## src/rtl/dom_mult_sched.sv

```systemverilog
// dom_mult_sched: round-robin scheduler sharing one registered DOM GF(2^2) multiplier; `DOMSCHED_STATS_EN adds stall/issue counters.
module dom_mult_sched #(
  parameter int NREQ = 4,
  parameter int ID_W = 2
) (
  input  logic              clk,
  input  logic              rst,
  input  logic [NREQ-1:0]   req_valid,
  output logic [NREQ-1:0]   req_ready,
  input  logic [2*NREQ-1:0] req_ax,
  input  logic [2*NREQ-1:0] req_ay,
  input  logic [2*NREQ-1:0] req_bx,
  input  logic [2*NREQ-1:0] req_by,
  input  logic              rnd_valid,
  input  logic [1:0]        rnd_z,
  output logic              rnd_ready,
  output logic              out_valid,
  input  logic              out_ready,
  output logic [ID_W-1:0]   out_id,
  output logic [1:0]        out_aq,
  output logic [1:0]        out_bq,
  input  logic              flush,
  output logic              flush_done,
  output logic              busy
`ifdef DOMSCHED_STATS_EN
  ,
  output logic [15:0]       stat_issued,
  output logic [15:0]       stat_rnd_stall,
  output logic [15:0]       stat_bp_stall
`endif
);
  typedef enum logic {RUN, DRAIN} state_t;
  function automatic logic [1:0] gf22_mul(input logic [1:0] a, input logic [1:0] b);
    return {a[1] & b[1] ^ a[1] & b[0] ^ a[0] & b[1], a[1] & b[1] ^ a[0] & b[0]};
  endfunction
  state_t state_q, state_d;
  logic hold_q, hold_d;
  logic [ID_W-1:0] ptr_q, ptr_d, gnt_id, s1_id_q, s1_id_d, id_q, id_d;
  logic s1_v_q, s1_v_d, s2_v_q, s2_v_d;
  logic [1:0] axy_q, axy_d, bxy_q, bxy_d, cab_q, cab_d, cba_q, cba_d;
  logic [1:0] aq_q, aq_d, bq_q, bq_d, ax, ay, bx, by;
  logic gnt_found, s2_free, s1_free, issue;
  always_comb begin
    gnt_found = 1'b0;
    gnt_id = '0;
    for (int k = NREQ - 1; k >= 0; k--) begin
      if (req_valid[ID_W'((int'(ptr_q) + k) % NREQ)]) begin
        gnt_found = 1'b1;
        gnt_id = ID_W'((int'(ptr_q) + k) % NREQ);
      end
    end
  end
  assign ax = req_ax[{gnt_id, 1'b0} +: 2];
  assign ay = req_ay[{gnt_id, 1'b0} +: 2];
  assign bx = req_bx[{gnt_id, 1'b0} +: 2];
  assign by = req_by[{gnt_id, 1'b0} +: 2];
  assign s2_free = !s2_v_q || out_ready;
  assign s1_free = !s1_v_q || s2_free;
  assign issue = !rst && state_q == RUN && !flush && rnd_valid && s1_free && gnt_found;
  assign flush_done = state_q == DRAIN && !s1_v_q && !s2_v_q;
  always_comb begin
    state_d = state_q == RUN ? ((flush && !hold_q) ? DRAIN : RUN) : (flush_done ? RUN : DRAIN);
    hold_d = flush && (flush_done || hold_q);
    ptr_d = issue ? ((int'(gnt_id) == NREQ - 1) ? '0 : gnt_id + ID_W'(1)) : ptr_q;
    // Cross-domain terms are refreshed with Z and kept apart from inner products until stage 2.
    s1_v_d = issue || (s1_v_q && !s2_free);
    axy_d = issue ? gf22_mul(ax, ay) : axy_q;
    bxy_d = issue ? gf22_mul(bx, by) : bxy_q;
    cab_d = issue ? gf22_mul(ax, by) ^ rnd_z : cab_q;
    cba_d = issue ? gf22_mul(ay, bx) ^ rnd_z : cba_q;
    s1_id_d = issue ? gnt_id : s1_id_q;
    s2_v_d = s2_free ? s1_v_q : s2_v_q;
    aq_d = (s2_free && s1_v_q) ? axy_q ^ cab_q : aq_q;
    bq_d = (s2_free && s1_v_q) ? bxy_q ^ cba_q : bq_q;
    id_d = (s2_free && s1_v_q) ? s1_id_q : id_q;
  end
  always_ff @(posedge clk) begin
    if (rst) begin
      state_q <= RUN;
      hold_q <= 1'b0;
      ptr_q <= '0;
      s1_v_q <= 1'b0;
      s2_v_q <= 1'b0;
      axy_q <= '0;
      bxy_q <= '0;
      cab_q <= '0;
      cba_q <= '0;
      s1_id_q <= '0;
      aq_q <= '0;
      bq_q <= '0;
      id_q <= '0;
    end else begin
      state_q <= state_d;
      hold_q <= hold_d;
      ptr_q <= ptr_d;
      s1_v_q <= s1_v_d;
      s2_v_q <= s2_v_d;
      axy_q <= axy_d;
      bxy_q <= bxy_d;
      cab_q <= cab_d;
      cba_q <= cba_d;
      s1_id_q <= s1_id_d;
      aq_q <= aq_d;
      bq_q <= bq_d;
      id_q <= id_d;
    end
  end
  assign req_ready = issue ? NREQ'(1) << gnt_id : '0;
  assign rnd_ready = issue;
  assign out_valid = s2_v_q;
  assign out_aq = aq_q;
  assign out_bq = bq_q;
  assign out_id = id_q;
  assign busy = s1_v_q || s2_v_q;
`ifdef DOMSCHED_STATS_EN
  logic [15:0] st_iss_q, st_iss_d, st_rnd_q, st_rnd_d, st_bp_q, st_bp_d;
  always_comb begin
    st_iss_d = st_iss_q + 16'(issue && st_iss_q != '1);
    st_rnd_d = st_rnd_q + 16'(state_q == RUN && |req_valid && !rnd_valid && st_rnd_q != '1);
    st_bp_d = st_bp_q + 16'(s2_v_q && !out_ready && st_bp_q != '1);
  end
  always_ff @(posedge clk) begin
    if (rst) begin
      st_iss_q <= '0;
      st_rnd_q <= '0;
      st_bp_q <= '0;
    end else begin
      st_iss_q <= st_iss_d;
      st_rnd_q <= st_rnd_d;
      st_bp_q <= st_bp_d;
    end
  end
  assign stat_issued = st_iss_q;
  assign stat_rnd_stall = st_rnd_q;
  assign stat_bp_stall = st_bp_q;
`endif
endmodule

```

## config.mk

```make
export PLATFORM = sky130hd
export DESIGN_NAME = dom_mult_sched
export DESIGN_NICKNAME = d
export VERILOG_FILES = /design/src/rtl/dom_mult_sched.sv
export SDC_FILE = /design/constraint.sdc
export NUM_CORES = 1
export LEC_CHECK = 0
export BUFFER_PORTS_ARGS = -buffer_cell sky130_fd_sc_hd__buf_2
export CAP_MARGIN = 25
export CORE_ASPECT_RATIO = 1.2
export CORE_UTILIZATION = 47
export CTS_BUF_LIST = sky130_fd_sc_hd__clkbuf_2 sky130_fd_sc_hd__clkbuf_4 sky130_fd_sc_hd__clkbuf_8
export DETAILED_ROUTE_END_ITERATION = 8
export HOLD_SLACK_MARGIN = 0.02
export PLACE_DENSITY_LB_ADDON = 0.1
export SYNTH_ARGS = -nofsm -noshare
export SYNTH_HDL_FRONTEND = slang
export SYNTH_SLANG_ARGS = --single-unit
export TNS_END_PERCENT = 20
```

## constraint.sdc

```tcl
create_clock -name clk -period 2.4 [get_ports clk]
set_input_delay 0.12 -clock clk [delete_from_list [all_inputs] [get_ports clk]]
set_output_delay 0.12 -clock clk [all_outputs]
set_load 0.01 [all_outputs]
```

Word-level counts from Yosys, hierarchy flattened. Index checks and enable logic that the tools add are counted.

Bits in registers: 22. Input bits: 43. Output and inout bits: 14. Logic and storage cells: 107.

Add/sub/neg operators: 4. Order comparisons: 4. Equality and inequality tests: 1. Shift operators: 5. Mux-type cells: 25. Bitwise gates (word level): 33. Reductions and logical operators: 22.

Operators by type and width (count): variable part select 8 x 4 -> 2 bit (4); bitwise AND 1 bit (16); less-than comparator 2 x 4 -> 1 bit, second input constant (4); two-way mux 1 bit (15); bitwise XOR 1 bit (12); logical AND 1 bit (11); two-way mux 2 bit (5); binary-select mux 1 bit (select 2 bit) (4); bitwise XOR 2 bit (4); zero test 1 bit (6); logical OR 1 bit (5); adder 2 x 1 -> 2 bit, second input constant (2); adder 2 bit, second input constant (2); two-way mux 4 bit (1); left shift 1 x 2 -> 4 bit, first input constant (1); == test 2 x 1 -> 1 bit, second input constant (1); NOT 1 bit (1).

Longest topological paths before layout. Gate-level depths: netlist of the first run.

Word-level depth: 13. Gate-level depth with buffers: 10. Gate-level depth less buffers: 9.

Worst setup path after synthesis of the first run. OpenSTA, ideal clock, no wires.

Path kind: reg2reg. From: register ptr_q[1]. To: register cba_q[1]. Setup time: 84 ps. Arrival: 2219 ps. Required time: 2316 ps. Setup slack: 96 ps. Cell stages (with the launch flop): 10. Buffers on the path: 1. Period minus slack after synthesis: 2304 ps. Cell sequence: dfxtp_1 > mux2i_1 > nor2_1 > or3_1 > buf_6 > clkinv_4 > mux2_2 > nor4bb_1 > nor4_1 > o31ai_2.

Longest elaborated chain between the ends: 13. Elaborated cells on any way between the ends: 32. Those cells by class: add/sub (3); shift (2); mux (20); bitwise (6); reduce/logical (1).

RTL lines: from (decl) (RTL line 38) `logic [ID_W-1:0] ptr_q, ptr_d, gnt_id, s1_id_q, s1_id_d, id_q, id_d;`; from (signal assigned) (RTL line 95) `ptr_q <= ptr_d;`; adder 2 bit (RTL line 47) `if (req_valid[ID_W'((int'(ptr_q) + k) % NREQ)]) begin`; binary-select mux 1 bit (select 2 bit) (RTL line 47); two-way mux 1 bit (not written as such) (2 in series) (RTL line 47); two-way mux 2 bit (3 in series) (RTL line 47); two-way mux 2 bit * (RTL line 47); net gnt_id[0] (RTL line 38); variable part select 8 x 4 -> 2 bit (on tied branches) (RTL line 54, 55); bitwise AND 1 bit (RTL line 34) `return {a[1] & b[1] ^ a[1] & b[0] ^ a[0] & b[1], a[1] & b[1] ^ a[0] & b[0]};`; bitwise XOR 1 bit (RTL line 34); bitwise XOR 1 bit * (RTL line 34); bitwise XOR 2 bit * (RTL line 70) `cba_d = issue ? gf22_mul(ay, bx) ^ rnd_z : cba_q;`; to (signal assigned) (RTL line 87) `cba_q <= '0;`; to (signal assigned) (RTL line 101) `cba_q <= cba_d;`; to (decl) (RTL line 40) `logic [1:0] axy_q, axy_d, bxy_q, bxy_d, cab_q, cab_d, cba_q, cba_d;`.

Mark *: on every way through the listed nets, which the timed path passes. The rest lies on a longest branch. The select of a mux whose other input is x is not followed. A chain may end at the register's enable or synchronous reset.

Final worst setup path of the first run.
From: register ptr_q[1]. To: register cab_q[1].

Longest elaborated chain between the ends: 13. Elaborated cells on any way between the ends: 32. Those cells by class: add/sub (3); shift (2); mux (20); bitwise (6); reduce/logical (1).

RTL lines: adder 2 bit (RTL line 47); binary-select mux 1 bit (select 2 bit) (RTL line 47); two-way mux 1 bit (not written as such) (2 in series) (RTL line 47); two-way mux 2 bit (3 in series) (RTL line 47); two-way mux 2 bit * (RTL line 47); net gnt_id[0] (RTL line 38); variable part select 8 x 4 -> 2 bit (on tied branches) (RTL line 53, 56); bitwise AND 1 bit (RTL line 34); bitwise XOR 1 bit (RTL line 34); bitwise XOR 1 bit * (RTL line 34); bitwise XOR 2 bit * (RTL line 69) `cab_d = issue ? gf22_mul(ax, by) ^ rnd_z : cab_q;`; to (signal assigned) (RTL line 86) `cab_q <= '0;`; to (signal assigned) (RTL line 100) `cab_q <= cab_d;`; to (decl) (RTL line 40).

Marks and branches as above.

==> run metrics, run 1 <==
status completed; Mapped Cells ~190; WL/cell 11.8 µm; Final GP Congestion ~0.83; number of fill cells in the layout just under 300; period utilization 0.956; I/O pin count 57; total track usage 0.190; area of the mapped netlist approximately 1600 µm²; Slew Limit Fails 0; Hold Buf Count CTS 0; DR iter-0 viols 31; Max H-tree Level 1; ratio of cells with drive above 1 in the final layout 0.352; hold depth 2; Slew Limit Headroom 0.747; max-cap violations 0; endpoints failing hold 0; yosys warns 0; met2 Use GR 0.363; placed cell areas around 1900 µm²; Post-synth EDFFs 0; # diodes 0; most common cell after layout, fill and taps aside buf_2; Post-Syn Nets between 200 and 250; vias in the first global route around 1400; clk_skew about 0.98 ps; worst reg2reg path depth 9; die width about 55 µm; Layout Nets ~290; critical path arrival between 2000 and 2500 ps; detailed placer's ending HPWL 2620 µm; Netlist cell types 54; Core Region approximately 3200 µm²; hold slack ~56 ps; Req. time, crit path roughly 2600 ps; Die H 66.2 µm; CTS Root Cell clkbuf_4; sequential element share of the synthesized area 0.273; Routed Antenna Nets 0; first-pass GRT wire length around 5700 µm; initial antenna violation count 0; Sink Count 22; async set-reset flop share out of synthesis 0; Mean Syn Cell Area slightly below 9 µm²; Setup Crit Path Kind flip-flop to flip-flop; DR vias about 1500; DRT Pass-1 Iters 4; CTS Buf Count 3; most frequent cells in the layout buf_2 (56), nor2_1 (28), dfxtp_1 (21); final setup vio count 0; Via-to-Cell Ratio 5.20; Initial Util 0.510; Clock transition at path regs 120 ps; Die ar. between 3000 and 4000 µm²; met1 track demand over resource 0.227; Worst Path Max Fanout 11; Synth Flop Type dfxtp_1; clock latency on the worst-skew pair 300 ps; Port Buffers 56; synthesis-stage register bit count 22; fin cells 280; Cell Rows 22; Slew @ Worst Pin between 300 and 400 ps; Fmax 0.436 GHz; design area roughly 2000 µm²; final WL roughly 3300 µm; leakage between 0.9 and 1 nW; Layout area overhead 24.3%; largest net degree at the start of global routing 21; busiest grt layer met2; clock buffer depth 2; VDD IR-drop max 371 µV; power per cell area 465 nW/µm²; Remaining Overflow, GRT 0; Worst Setup Start Kind flip-flop; Worst Hold Class input pin to flip-flop; CP Capture Type flip-flop; dpl cells about 280; Residual DRC 0; fin crit period 2290 ps; CTS tree yes; met3 usage 0.0117
-- flip-flops by register name, indices dropped and copies added (netlist names) --
register / count
out_aq: 2
ptr_q: 2
state_q: 1
out_bq: 2
s1_id_q: 2
s1_v_q: 1
out_id: 2
out_valid: 1
cba_q: 2
hold_q: 1
cab_q: 2
bxy_q: 2
axy_q: 2
-- metrics by stage --
stage | TNS (ps) | power, mW | utilization | worst slack [ps]
2_1_floorplan | 0 | 0.640 | - | 96.5
3_3_place_gp | 0 | 0.715 | 0.606 | 59.0
3_5_place_dp | -0.219 | 0.718 | 0.606 | -0.219
4_1_cts | 0 | 0.919 | 0.620 | 3.10
5_1_grt | -36.3 | 0.988 | 0.634 | -36.3
6_report | 0 | 0.932 | 0.634 | 106
-- cells in the mapped netlist, types with 3 or more instances --
cell type	number	share of area
clkbuf_1	4	0.0093
ha_1	4	0.031
o21ai_0	3	0.0093
a311oi_1	3	0.016
a21oi_1	10	0.031
mux2_2	3	0.021
nor2_1	28	0.065
dfxtp_1	22	0.27
mux2i_1	18	0.11
xnor2_1	6	0.033
nor3b_1	3	0.014
mux2_4	3	0.028
inv_1	5	0.012
nand2b_1	6	0.023
and2_1	4	0.016
nand2_1	9	0.021
nand3_1	11	0.034
-- metal layers --
layer	vias to the layer above	share of wire
li1	771	-
met1	637	0.48
met2	47	0.47
met3	2	0.041
met4	0	0.0079
met5	-	0
-- critical path: stages (launching register included) --
cell and delay, ps:
dfxtp_2 370, and2_4 150, and2_0 140, or3_1 410, clkinv_4 130, nand3_1 100
a221oi_1 390, xor2_1 250, o21a_1 170, o211ai_2 80
-- repair_timing --
item | CTS | global route
endpoints found under the hold margin | 0 | 0
setup buffers | 0 | 1
pin swaps | 0 | 1
setup endpoints to repair | 1 | 5
resized for setup | 1 | 5
-- cell families after synthesis --
family / after synthesis / synth area share
and+or+nand+nor: 80 / 0.267
adders and majority gates: 4 / 0.0310
AOI/OAI and AO/OA: 33 / 0.153
DFF: 22 / 0.273
buffers and inverters: 14 / 0.0504
muxes: 24 / 0.160
xor gates and xnor gates: 9 / 0.0659
-- power by group --
| part | switching, mW | total [mW] | internal (mW) |
|---|---|---|---|
| Clock | 0.108 | 0.201 | 0.0925 |
| Combinational | 0.168 | 0.341 | 0.173 |
| Sequential | 0.0108 | 0.391 | 0.380 |
| Total | 0.287 | 0.932 | 0.646 |
-- cell type report --
class	count	area (µm²)	share of cell area
well taps	36	45.0	0.0225
multi-input cells	150	1120	0.559
flip-flops and latches	22	442	0.220
repair buffers	61	330	0.165
clock buffers	4	36.3	0.0181
inverters	7	31.3	0.0156
-- worst paths after layout --
kind / start / to / slack [ps]
max: ptr_q[1] / cab_q[1] / 110
min: flush / hold_q / 60
max reg2reg: ptr_q[1] / cab_q[1] / 110
min reg2reg: s1_id_q[1] / s1_id_q[1] / 480
Note: power is estimated with default switching activity, not from simulation.
==> run 2, diff against run 1 <==
--- a/config.mk
+++ b/config.mk
@@ -12,7 +12,7 @@
 export CTS_BUF_LIST = sky130_fd_sc_hd__clkbuf_2 sky130_fd_sc_hd__clkbuf_4 sky130_fd_sc_hd__clkbuf_8
 export DETAILED_ROUTE_END_ITERATION = 8
 export HOLD_SLACK_MARGIN = 0.02
-export PLACE_DENSITY_LB_ADDON = 0.1
+export PLACE_DENSITY = 0.79
 export SYNTH_ARGS = -nofsm -noshare
 export SYNTH_HDL_FRONTEND = slang
 export SYNTH_SLANG_ARGS = --single-unit
==> run 2 against run 1 <==
Compared with the run above: via count up 4.7%; setup slack improved by 23 ps; count of clock-buffer cells in the layout is the same; worst hold slack lost 1.9 ps; non-clock buffer count increased by 2; sequential share of layout area decreased by 0.27 points; highest routed layer unchanged.
==> run metrics, run 2 (synthesis gave the netlist of run 1 again) <==
status completed; total power ~0.95 mW; max-cap violations 0; r2r setup slk approximately 130 ps; total track usage 0.195; CTS Buf Count 3; most frequent cells in the layout buf_2 (56), nor2_1 (28), dfxtp_1 (21); CP max stage cell dfxtp_4; Hold Startpoint flush; detailed placer's ending HPWL 2630 µm; WL/cell 12.5 µm; Clock transition at path regs approximately 120 ps; Final GP Congestion between 0.8 and 0.9; endpoints failing hold 0; Setup TNS Final 0 ps; Residual DRC 0; placed cell areas 1900 µm²; largest net degree at the start of global routing 21; Worst Setup Start Kind flip-flop; Core Region approximately 3200 µm²; Hold Buf Count CTS 0; CTS tree yes; Worst Path Max Fanout 8; slowest cell delay on critical path 380 ps; Hold Path End hold_q; final WL 3550 µm; VDD IR-drop max roughly 320 µV; pre-CTS WS -17.5 ps; initial antenna violation count 0; Slew Limit Fails 0; clock buffer depth 2; DR iter-0 viols 29; Die H about 66 µm; CP Capture Type flip-flop; r2r endpoint cba_q[1]; ratio of cells with drive above 1 in the final layout 0.372; fin crit period ~2300 ps; DRT Pass-1 Iters 4; worst reg2reg path depth 9; final core utilization 0.645; Via-to-Cell Ratio 5.39; die width 55.5 µm; hold depth 2; leakage between 0.9 and 1 nW; clock latency on the worst-skew pair roughly 310 ps; period utilization 0.946; power per cell area 466 nW/µm²; Layout area overhead 26.5%; Port Buffers 56; Layout Nets a little under 300; Sink Count 22; Worst Path Buf+Inv 1; DR vias 1526; worst setup margin 129 ps; Routed Antenna Nets 0; Setup Crit Path Kind flip-flop to flip-flop; final setup vio count 0; first-pass GRT wire length 5820 µm; Max H-tree Level 1; Worst Hold Class input pin to flip-flop; critical path arrival approximately 2500 ps; CP Cell Sequence and2_4 > o211a_4 > nor2_8 > buf_4 > mux2i_1 > mux2_4 > nor3b_1 > o31a_1 > o31ai_2; design area between 2000 and 2500 µm²; Slew @ Worst Pin ~400 ps; # diodes 0; Initial Util 0.510; Cell Rows 22; most common cell after layout, fill and taps aside buf_2; Slew Limit Headroom 0.732; Req. time, crit path 2640 ps; I/O pin count 57; Die ar. between 3000 and 4000 µm²; Fmax between 0.4 and 0.5 GHz; reg-to-reg startpoint ptr_q[1]; vias in the first global route 1399; clk_skew between 1 and 1.5 ps; Largest delay share family, worst path compound AO/OA/AOI/OAI gates; CTS Root Cell clkbuf_4; Remaining Overflow, GRT 0
-- run 2: changes by cell type in the layout (fill, tap and decap cells not counted) --
cell      delta
a221oi_1     -1
or3_4        +1
dfxtp_2      -1
buf_4        +2
nand2_1      -1
dfxtp_4      +1
nand2_2      +1
or3_1        -1
a221oi_2     +1
clkinv_2     +1
-- run 2: worst max-delay path by stage --
stage,to,start,depth (start not counted)
2_1_floorplan,cba_q[1],ptr_q[1],9
3_3_place_gp,cba_q[1],ptr_q[1],8
3_5_place_dp,cba_q[1],ptr_q[1],8
4_1_cts,axy_q[1],ptr_q[1],8
5_1_grt,bxy_q[1],ptr_q[0],9
6_report,cba_q[1],ptr_q[1],9
-- run 2: worst register-to-register path, cell delays in order, from the launching register on --
cell	delay, ps
dfxtp_4	380
and2_4	150
o211a_4	270
nor2_8	170
buf_4	180
mux2i_1	80
mux2_4	330
nor3b_1	170
o31a_1	310
o31ai_2	160
-- run 2: metrics by stage --
stage | hold WS, ps | cells
after floorplan | 253 | 186
after global placement | 378 | 273
after detailed placement | 387 | 273
after CTS | 49.9 | 277
after global routing | 47.8 | 283
final | 54.3 | 283
-- run 2: per-layer routing --
metal | vias up | GRT usage | wire [µm] | share of wire
li1 | 778 | - | - | -
met1 | 702 | 0.225 | 1630 | 0.46
met2 | 41 | 0.366 | 1750 | 0.49
met3 | 5 | 0.0157 | 120 | 0.034
met4 | 0 | 0.0844 | 56 | 0.016
met5 | - | 0 | 0 | 0
-- run 2: final cells by class --
type | count | area [µm²]
timing repair buffer | 63 | 345
tap | 36 | 45.0
clock buffer | 4 | 36.3
sequential | 22 | 444
multi-input combinational | 150 | 1130
inverter | 7 | 31.3
timing repair inverter | 1 | 5.00
fill | 296 | 1120
-- run 2: power by group --
part	internal [mW]	switching [mW]
Clock	0.0927	0.110
Combinational	0.181	0.179
Sequential	0.379	0.0108
Total	0.653	0.299
-- run 2: what timing repair did --
action / CTS / global route
buffers inserted: 0 / 5
pin swaps: 0 / 2
resized for setup: 2 / 8
endpoints found under the setup margin: 2 / 5
gates cloned: 0 / 1
